==> src/rtl/pc_sequencer.sv <==
// pc_sequencer: program-counter controller.
// Boot, fetch, redirects, stalls with watchdog, traps and halt.
module pc_sequencer #(
  parameter logic [31:0] RESET_VECTOR = 32'h0000_0000,
  parameter logic [31:0] TRAP_VECTOR  = 32'h0000_0100,
  parameter int unsigned MAX_STALL    = 15
) (
  input  logic        clk,
  input  logic        reset,
  input  logic [31:0] pc,
  input  logic        stall_req,
  input  logic        branch_taken,
  input  logic [31:0] branch_target,
  input  logic        jump,
  input  logic [31:0] jump_target,
  input  logic        trap_req,
  input  logic        mret,
  input  logic        halt_req,
  input  logic        resume,
  output logic [31:0] pc_next,
  output logic        pc_write_en,
  output logic [31:0] epc,
  output logic [1:0]  cause,
  output logic        trap_active,
  output logic        halted
);

  typedef enum logic [2:0] {
    S_BOOT  = 3'd0,
    S_RUN   = 3'd1,
    S_STALL = 3'd2,
    S_TRAP  = 3'd3,
    S_HALT  = 3'd4
  } state_e;

  localparam logic [15:0] WD_LAST = 16'(MAX_STALL - 1);

  state_e      fsm_q, fsm_d;
  logic [31:0] epc_q, epc_d;
  logic [1:0]  cause_q, cause_d;
  logic [15:0] stall_cnt_q, stall_cnt_d;
  logic [31:0] pc_inc;
  logic [31:0] redir;

  assign pc_inc = pc + 32'd4;
  assign epc    = epc_q;
  assign cause  = cause_q;

  // State register, saved trap context and stall counter.
  always_ff @(posedge clk or posedge reset) begin
    if (reset) begin
      fsm_q       <= S_BOOT;
      epc_q       <= '0;
      cause_q     <= '0;
      stall_cnt_q <= '0;
    end else begin
      fsm_q       <= fsm_d;
      epc_q       <= epc_d;
      cause_q     <= cause_d;
      stall_cnt_q <= stall_cnt_d;
    end
  end

  // Next-state and same-cycle PC selection.
  always_comb begin
    fsm_d       = fsm_q;
    epc_d       = epc_q;
    cause_d     = cause_q;
    stall_cnt_d = '0;
    pc_next     = pc;
    pc_write_en = 1'b0;
    trap_active = 1'b0;
    halted      = 1'b0;
    redir       = jump ? jump_target : branch_target;
    unique case (fsm_q)
      S_BOOT: begin
        pc_next     = RESET_VECTOR;
        pc_write_en = 1'b1;
        fsm_d       = S_RUN;
      end
      S_RUN, S_STALL: begin
        if (trap_req) begin
          epc_d   = pc;
          cause_d = 2'd1;
          fsm_d   = S_TRAP;
        end else if (stall_req && stall_cnt_q == WD_LAST) begin
          epc_d   = pc;
          cause_d = 2'd3;
          fsm_d   = S_TRAP;
        end else if (halt_req) begin
          fsm_d = S_HALT;
        end else if (stall_req) begin
          stall_cnt_d = stall_cnt_q + 16'd1;
          fsm_d       = S_STALL;
        end else if (mret) begin
          pc_next     = epc_q;
          pc_write_en = 1'b1;
          cause_d     = 2'd0;
          fsm_d       = S_RUN;
        end else if (jump || branch_taken) begin
          if (redir[1:0] != 2'b00) begin
            epc_d   = pc;
            cause_d = 2'd2;
            fsm_d   = S_TRAP;
          end else begin
            pc_next     = redir;
            pc_write_en = 1'b1;
            fsm_d       = S_RUN;
          end
        end else begin
          pc_next     = pc_inc;
          pc_write_en = 1'b1;
          fsm_d       = S_RUN;
        end
      end
      S_TRAP: begin
        pc_next     = TRAP_VECTOR;
        pc_write_en = 1'b1;
        trap_active = 1'b1;
        fsm_d       = S_RUN;
      end
      S_HALT: begin
        halted = 1'b1;
        if (resume) begin
          pc_next     = pc_inc;
          pc_write_en = 1'b1;
          fsm_d       = S_RUN;
        end
      end
      default: begin
        fsm_d = S_BOOT;
      end
    endcase
  end

endmodule
==> config.mk <==
export PLATFORM = sky130hd
export DESIGN_NAME = pc_sequencer
export DESIGN_NICKNAME = d
export VERILOG_FILES = /design/src/rtl/pc_sequencer.sv
export SDC_FILE = /design/constraint.sdc
export NUM_CORES = 1
export LEC_CHECK = 0
export ABC_AREA = 1
export BUFFER_PORTS_ARGS = -buffer_cell sky130_fd_sc_hd__buf_4
export CAP_MARGIN = 10
export CORE_MARGIN = 3
export CORE_UTILIZATION = 45
export CTS_BUF_LIST = sky130_fd_sc_hd__clkbuf_16
export CTS_CLUSTER_DIAMETER = 150
export DETAILED_ROUTE_END_ITERATION = 16
export HOLD_SLACK_MARGIN = 0.03
export PLACE_DENSITY = 0.83
export SYNTH_ARGS = -nofsm -noshare
export SYNTH_HDL_FRONTEND = slang
export SYNTH_SLANG_ARGS = --single-unit
export TNS_END_PERCENT = 100
==> constraint.sdc <==
create_clock -name clk -period 4.95 [get_ports clk]
set_input_delay 0.99 -clock clk [delete_from_list [all_inputs] [get_ports clk]]
set_output_delay 0.99 -clock clk [all_outputs]
set_load 0.05 [all_outputs]
==> summary.txt, run 1 <==
Synth
  • Synth Area in Compound Gates: 16.4%
  • Synthesized area per cell: 6.10 sq um
  • Multiplexer share of the synthesized area: 2.01%
  • Largest family of logic cells by synthesized area: simple AND/OR/NAND/NOR gates
  • Post-synth EDFFs: 0
  • Adder-cell share of the synthesized area: 0.684%
  • Xor/xnor share of the synthesized area: 3.35%
  • Synth Net Count: 1007
  • Yosys reg bits: 53
  • Yosys cell types: 48
  • Synth Area in Simple Gates: 42.6%
  • Ys async rst share: 100%
  • Primary FF master, synth: dfrtp_1
  • Seq/Total Area, Yosys: 24.2%
  • Post-Synthesis Cells: 899
  • Synth warnings: 0
  • Cell Area, Synth: 0.00549 sq mm

Placed design
  • Placed insts: 1185
  • Post-place setup slack: 1030 ps
  • Port bufs: 173
  • GPL Wtd Cong: 1.02
  • Dpl hpwl: 15600 um

Cells and area
  • # nets final: 1157
  • Post-route insts no fill: 1193
  • Final design utilization: 59.7%
  • Fill count: 1146
  • Area delta synth->final: 27.0%
  • Antenna diodes: 0
  • Layout cell share with drive strength beyond 1: 23.2%

Outcome
  • Outcome: finished clean

Worst setup path
  • CP Launch Type: primary input
  • WP data required: 3960 ps
  • CP endpoint kind: output port
  • CP Class: in2out
  • Critical path arrival: 3010 ps
  • Max FO, Critical Path: 15

Clock network
  • Htree depth: 2
  • TritonCTS clock tree: done
  • Clock Sink Count: 53
  • Hold_buf cts: 0
  • CTS clock-pin slew for the worst setup and hold paths: 70 ps
  • Resize count post-CTS: 0
  • Clock tree buffer depth: 2
  • Root Driver: clkbuf_16
  • Setup bufs post-CTS: 0
  • CTS buffer count: 5
  • Clock Latency Late Sink: 310 ps

Global routing
  • First-pass GRT wire length: 32500 um
  • Via count of the first global-routing pass: 6164
  • Antenna violations before repair: 0
  • Largest net degree at the start of global routing: 54
  • Total GRT Usage: 30.4%
  • Total gr overflow: 0

STA
  • Max Clk Rate: 0.250 GHz
  • Final setup vio count: 0
  • Skew final: 14.8 ps
  • RSZ-0062 raised after global routing: no
  • Tmin final: 4000 ps
  • Relative slew slack: 43.4%
  • Slew Limit Fails: 0
  • Setup TNS: 0 ps
  • Hold Vio Cnt, Final: 0
  • Part of the cycle the worst path needs: 80.7%
  • Worst Max-Slew Pin Slew: 849 ps
  • Setup ws final: 953 ps
  • Hold_ws: 472 ps

Drt
  • DR iter-0 viols: 798
  • Routed vias: 6780
  • Total routed wirelength: 21100 um
  • First-pass DRT Iterations: 6
  • DRC violations left: 0
  • Routed wire per std cell: 17.6 um
  • Routed vias/inst: 5.68
  • Final ANT Viol Nets: 0

Floorplanning
  • Core area: 0.0117 sq mm
  • Die W: 116 um
  • Die height: 116 um
  • Row cnt: 39
  • Die area: 0.0136 sq mm
  • IO Pins: 174
  • Initial Util: 47.0%

Pwr
  • Pleak: 3.48 nW
  • Worst IR Drop VDD: 338 uV
  • Pwr/cell area: 519 mW/mm^2

Worst hold path
  • Worst min path class: reg2reg

Flow run
  • Max-cap violation count: 0
[synth_stat cells (2+ instances only)]
cell type  number  share of area, %
nor3_1         10              0.91
dfrtp_1        53                24
buf_4           3              0.41
nor4_1          3              0.34
o22ai_1        13               1.5
or2_2           3              0.34
inv_1          79               5.4
nor4_4          2              0.78
mux2i_1        11               2.0
nor2_2          7              0.80
o221ai_1        4              0.64
a31oi_1         5              0.57
a21oi_1        42               3.8
clkbuf_1        9              0.62
o21ai_1         3              0.27
nand2_1       313                21
a22oi_1         4              0.55
nor3_2          2              0.36
nor2_1         75               5.1
nand3b_1        4              0.55
nor2_4          8               1.6
a221oi_2        3              0.82
o21bai_1        3              0.41
nand4_1         5              0.57
buf_2          22               2.0
xor2_1         18               2.9
buf_6           5               1.0
nand2_2         6              0.68
inv_2          13              0.89
clkinv_1        4              0.27
o21ai_0        45               4.1
o211ai_1       14               1.9
or2_1           3              0.34
xnor2_1         3              0.48
nand3_1        87               7.9
ha_1            3              0.68
[logic make-up (layout without fill, tap and decap cells)]
kind of cell               Yosys count  after routing
xor gates and xnor gates            21             21
muxes                               11             11
AOI/OAI and AO/OA                  144            144
buffers and inverters              136            287
and+or+nand+nor                    531            531
DFF                                 53             53
adders and majority gates            3              3
[placed cells by master, fill, tap and decap left out, drive strengths merged, types with 6 or more instances in the layout]
cell type	synthesis	routed
a21oi	44	44
o21ai	49	49
o22ai	13	13
nor3	12	12
o211ai	14	14
dfrtp	53	53
inv	92	94
buf	31	183
mux2i	11	11
xor2	18	18
nand3	87	87
nand2	320	320
nor2	90	90
or2	6	6
nand4	7	7
[per-layer routing]
metal | share of wire, % | GRT usage [%]
met5 | 0 | 0
met4 | 2.5 | 9.05
met3 | 11 | 5.34
met2 | 46 | 50.5
met1 | 40 | 40.7
[cell type report]
| type | instances | area, sq um | area share, % |
|---|---|---|---|
| Clock buffer | 5 | 125 | 1.80 |
| Clock inverter | 3 | 28.8 | 0.413 |
| Inverter | 96 | 360 | 5.17 |
| Multi-Input combinational cell | 710 | 3570 | 51.3 |
| Sequential cell | 53 | 1330 | 19.0 |
| Tap cell | 143 | 179 | 2.57 |
| Timing Repair Buffer | 183 | 1370 | 19.7 |
[critical path, cell delays in order]
cell,delay (ps)
buf_4,140
nor2_1,150
inv_2,130
nor2_4,110
inv_2,170
nor2_4,350
inv_2,200
a21oi_1,170
nand3_1,90
o211ai_1,90
nand2_1,70
o211ai_1,110
buf_4,240
[registers in the layout, indices dropped and copies added, names as in the netlist]
signal and count:
cause 2, stall_cnt_q 16, epc 32, fsm_q 3
[power breakdown]
part | internal, mW | switching (mW) | leakage, nW | total, mW
Combinational | 0.687 | 1.82 | 2.72 | 2.51
Clock | 0.195 | 0.199 | 0.0763 | 0.394
Sequential | 0.578 | 0.132 | 0.682 | 0.710
Total | 1.46 | 2.15 | 3.48 | 3.61
[worst paths after layout]
path	from	end	slack (ps)	cells past startpoint
setup / recovery	stall_req	pc_next[11]	950	13
hold / removal	stall_cnt_q[0]	stall_cnt_q[0]	470	1
setup reg to reg	stall_cnt_q[0]	epc[9]	2690	11
hold reg to reg	stall_cnt_q[0]	stall_cnt_q[0]	470	1
max in group asynchronous	reset	epc[27]	3610	3
min in group asynchronous	reset	epc[6]	860	3
[through the flow]
step	power, mW	area (sq um)
after floorplan	2.41	5490
after global placement	3.19	6810
after detailed placement	3.21	6810
after CTS	3.60	6970
after global routing	3.78	6970
final	3.61	6970
No activity file was read; power rests on OpenSTA's default activity.
==> run 2: changes to the inputs <==
--- a/config.mk
+++ b/config.mk
@@ -14,7 +14,7 @@
 export CTS_CLUSTER_DIAMETER = 150
 export DETAILED_ROUTE_END_ITERATION = 16
 export HOLD_SLACK_MARGIN = 0.03
-export PLACE_DENSITY = 0.83
+export PLACE_DENSITY = 0.86
 export SYNTH_ARGS = -nofsm -noshare
 export SYNTH_HDL_FRONTEND = slang
 export SYNTH_SLANG_ARGS = --single-unit
==> constraint.sdc (replaced) <==
create_clock -name clk -period 3.6 [get_ports clk]
set_input_delay 0.72 -clock clk [delete_from_list [all_inputs] [get_ports clk]]
set_output_delay 0.72 -clock clk [all_outputs]
set_load 0.05 [all_outputs]
==> summary.txt, run 2 (synthesis results as in run 1) <==
Drt
  • Total routed wirelength: 20900 um
  • Routed vias: 6839
  • Routed wire per std cell: 17.5 um
  • Routed vias/inst: 5.72
  • First-pass DRT Iterations: 6
  • DR iter-0 viols: 887
  • DRC violations left: 0
  • Final ANT Viol Nets: 0

Pwr
  • Switch Pwr: 2.95 mW
  • Switch share: 59.5%
  • Final Power: 4.96 mW
  • Combinational power share: 70.1%
  • Clk pwr share: 10.3%
  • Worst IR Drop VDD: 446 uV
  • Pleak: 3.49 nW
  • Reg power frac: 19.5%
  • P_int: 2.01 mW
  • Pwr/cell area: 710 mW/mm^2

Outcome
  • Outcome: finished clean

Floorplanning
  • Die height: 116 um
  • Initial Util: 47.0%
  • Die area: 0.0136 sq mm
  • Row cnt: 39
  • Die W: 116 um
  • IO Pins: 174
  • Core area: 0.0117 sq mm

STA
  • Skew final: 9.07 ps
  • Hold Vio Cnt, Final: 0
  • Max Clk Rate: 0.294 GHz
  • Slew Limit Fails: 0
  • RSZ-0062 raised after global routing: no
  • Worst Max-Slew Pin Slew: 718 ps
  • Setup TNS: 0 ps
  • Final setup vio count: 0
  • Relative slew slack: 52.0%
  • Part of the cycle the worst path needs: 94.6%
  • Tmin final: 3410 ps

Worst setup path
  • Worst R2R End: epc[31]
  • CP Class: in2out
  • Worst reg2reg setup slack: 1190 ps
  • Max FO, Critical Path: 18
  • Worst reg-to-reg path cell count: 12
  • CP Launch Type: primary input
  • Reg2reg start: stall_cnt_q[0]
  • End point of the critical path: pc_next[31]
  • WP data required: 2880 ps
  • Critical path arrival: 2690 ps
  • Worst setup path startpoint: stall_req
  • CP endpoint kind: output port

Cells and area
  • Area occupied by multi-input gates: 0.00357 sq mm
  • Final design utilization: 59.9%
  • Layout cell share with drive strength beyond 1: 23.4%
  • # nets final: 1160
  • Most frequent cells in the layout: nand2_1 (313), buf_4 (186), nand3_1 (87), inv_1 (78), nor2_1 (75)
  • Area delta synth->final: 27.3%
  • Final Cell Area: 0.00698 sq mm
  • Leading cell type in the layout, fill and taps excluded: nand2_1
  • Fill count: 1117
  • Register area: 0.00133 sq mm
  • Antenna diodes: 0
  • Max reg flops: 32

Clock network
  • Setup bufs post-CTS: 0
  • CTS clock-pin slew for the worst setup and hold paths: 70 ps
  • TritonCTS clock tree: done
  • Resize count post-CTS: 0
  • Hold_buf cts: 0
  • Clock Latency Late Sink: 300 ps
  • Root Driver: clkbuf_16
  • Clock Sink Count: 53
  • Htree depth: 2
  • Clock tree buffer depth: 2
  • CTS buffer count: 5

Global routing
  • Total GRT Usage: 30.5%
  • Via count of the first global-routing pass: 6652
  • Largest net degree at the start of global routing: 35
  • First-pass GRT wire length: 33000 um
  • Total gr overflow: 0
  • Antenna violations before repair: 0

Placed design
  • GPL Wtd Cong: 1.02
  • Post-DP Area: 0.00683 sq mm
  • Dpl hpwl: 15400 um
  • Port bufs: 173

Worst hold path
  • Worst min path class: reg2reg

Flow run
  • Max-cap violation count: 0
-- run 2: cell types whose count changed in the layout (fill, tap and decap cells not counted), sizes merged --
cell,change
buf,+3
inv,-1
clkinv,+1
-- run 2: through the flow --
step,instances,hold slack [ps],setup slack (ps)
floorplan,899,432,326
global placement,1188,451,319
detailed placement,1188,458,288
CTS,1196,467,276
global route,1196,484,53.9
finish,1196,466,194
-- run 2: metal layers --
metal / vias to the layer above / part of all wire, % / global-route usage (%)
li1: 3230 / - / -
met1: 3089 / 39 / 38.3
met2: 438 / 46 / 51.0
met3: 82 / 12 / 6.58
met4: 0 / 3.6 / 12.4
met5: - / 0 / 0
-- run 2: worst min path at each step --
stage	startpoint	end	cells after the start
after detailed placement	stall_cnt_q[0]	stall_cnt_q[0]	1
after global routing	stall_cnt_q[0]	stall_cnt_q[0]	1
after floorplan	stall_cnt_q[0]	stall_cnt_q[0]	1
final	stall_cnt_q[0]	stall_cnt_q[0]	1
after CTS	stall_cnt_q[0]	stall_cnt_q[0]	1
after global placement	stall_cnt_q[0]	stall_cnt_q[0]	1
-- run 2: layout make-up --
| cell class | instances | area share [%] |
|---|---|---|
| flip-flops and latches | 53 | 19.0 |
| multi-input cells | 710 | 51.2 |
| clock buffers | 5 | 1.79 |
| repair buffers | 186 | 20.0 |
| well taps | 143 | 2.56 |
| inverters | 96 | 5.16 |
| clock inverters | 3 | 0.305 |
-- run 2: power by group through the flow --
stage / clock network, mW / registers [mW] / logic [mW]
floorplan: 0 / 1.57 / 1.74
CTS: 0.517 / 0.963 / 3.46
global placement: 0 / 0.971 / 3.41
global route: 0.532 / 0.994 / 3.67
detailed placement: 0 / 0.973 / 3.45
finish: 0.512 / 0.969 / 3.47
-- run 2: worst max-delay path: stages --
cell      delay, ps
buf_4           130
nor2_1          140
inv_2           130
nor2_4          110
inv_2           160
nor2_4          530
nand2_1         120
o21ai_0         110
inv_1            60
nand2_1          60
nand2_1          50
nand3b_1        130
buf_4           220
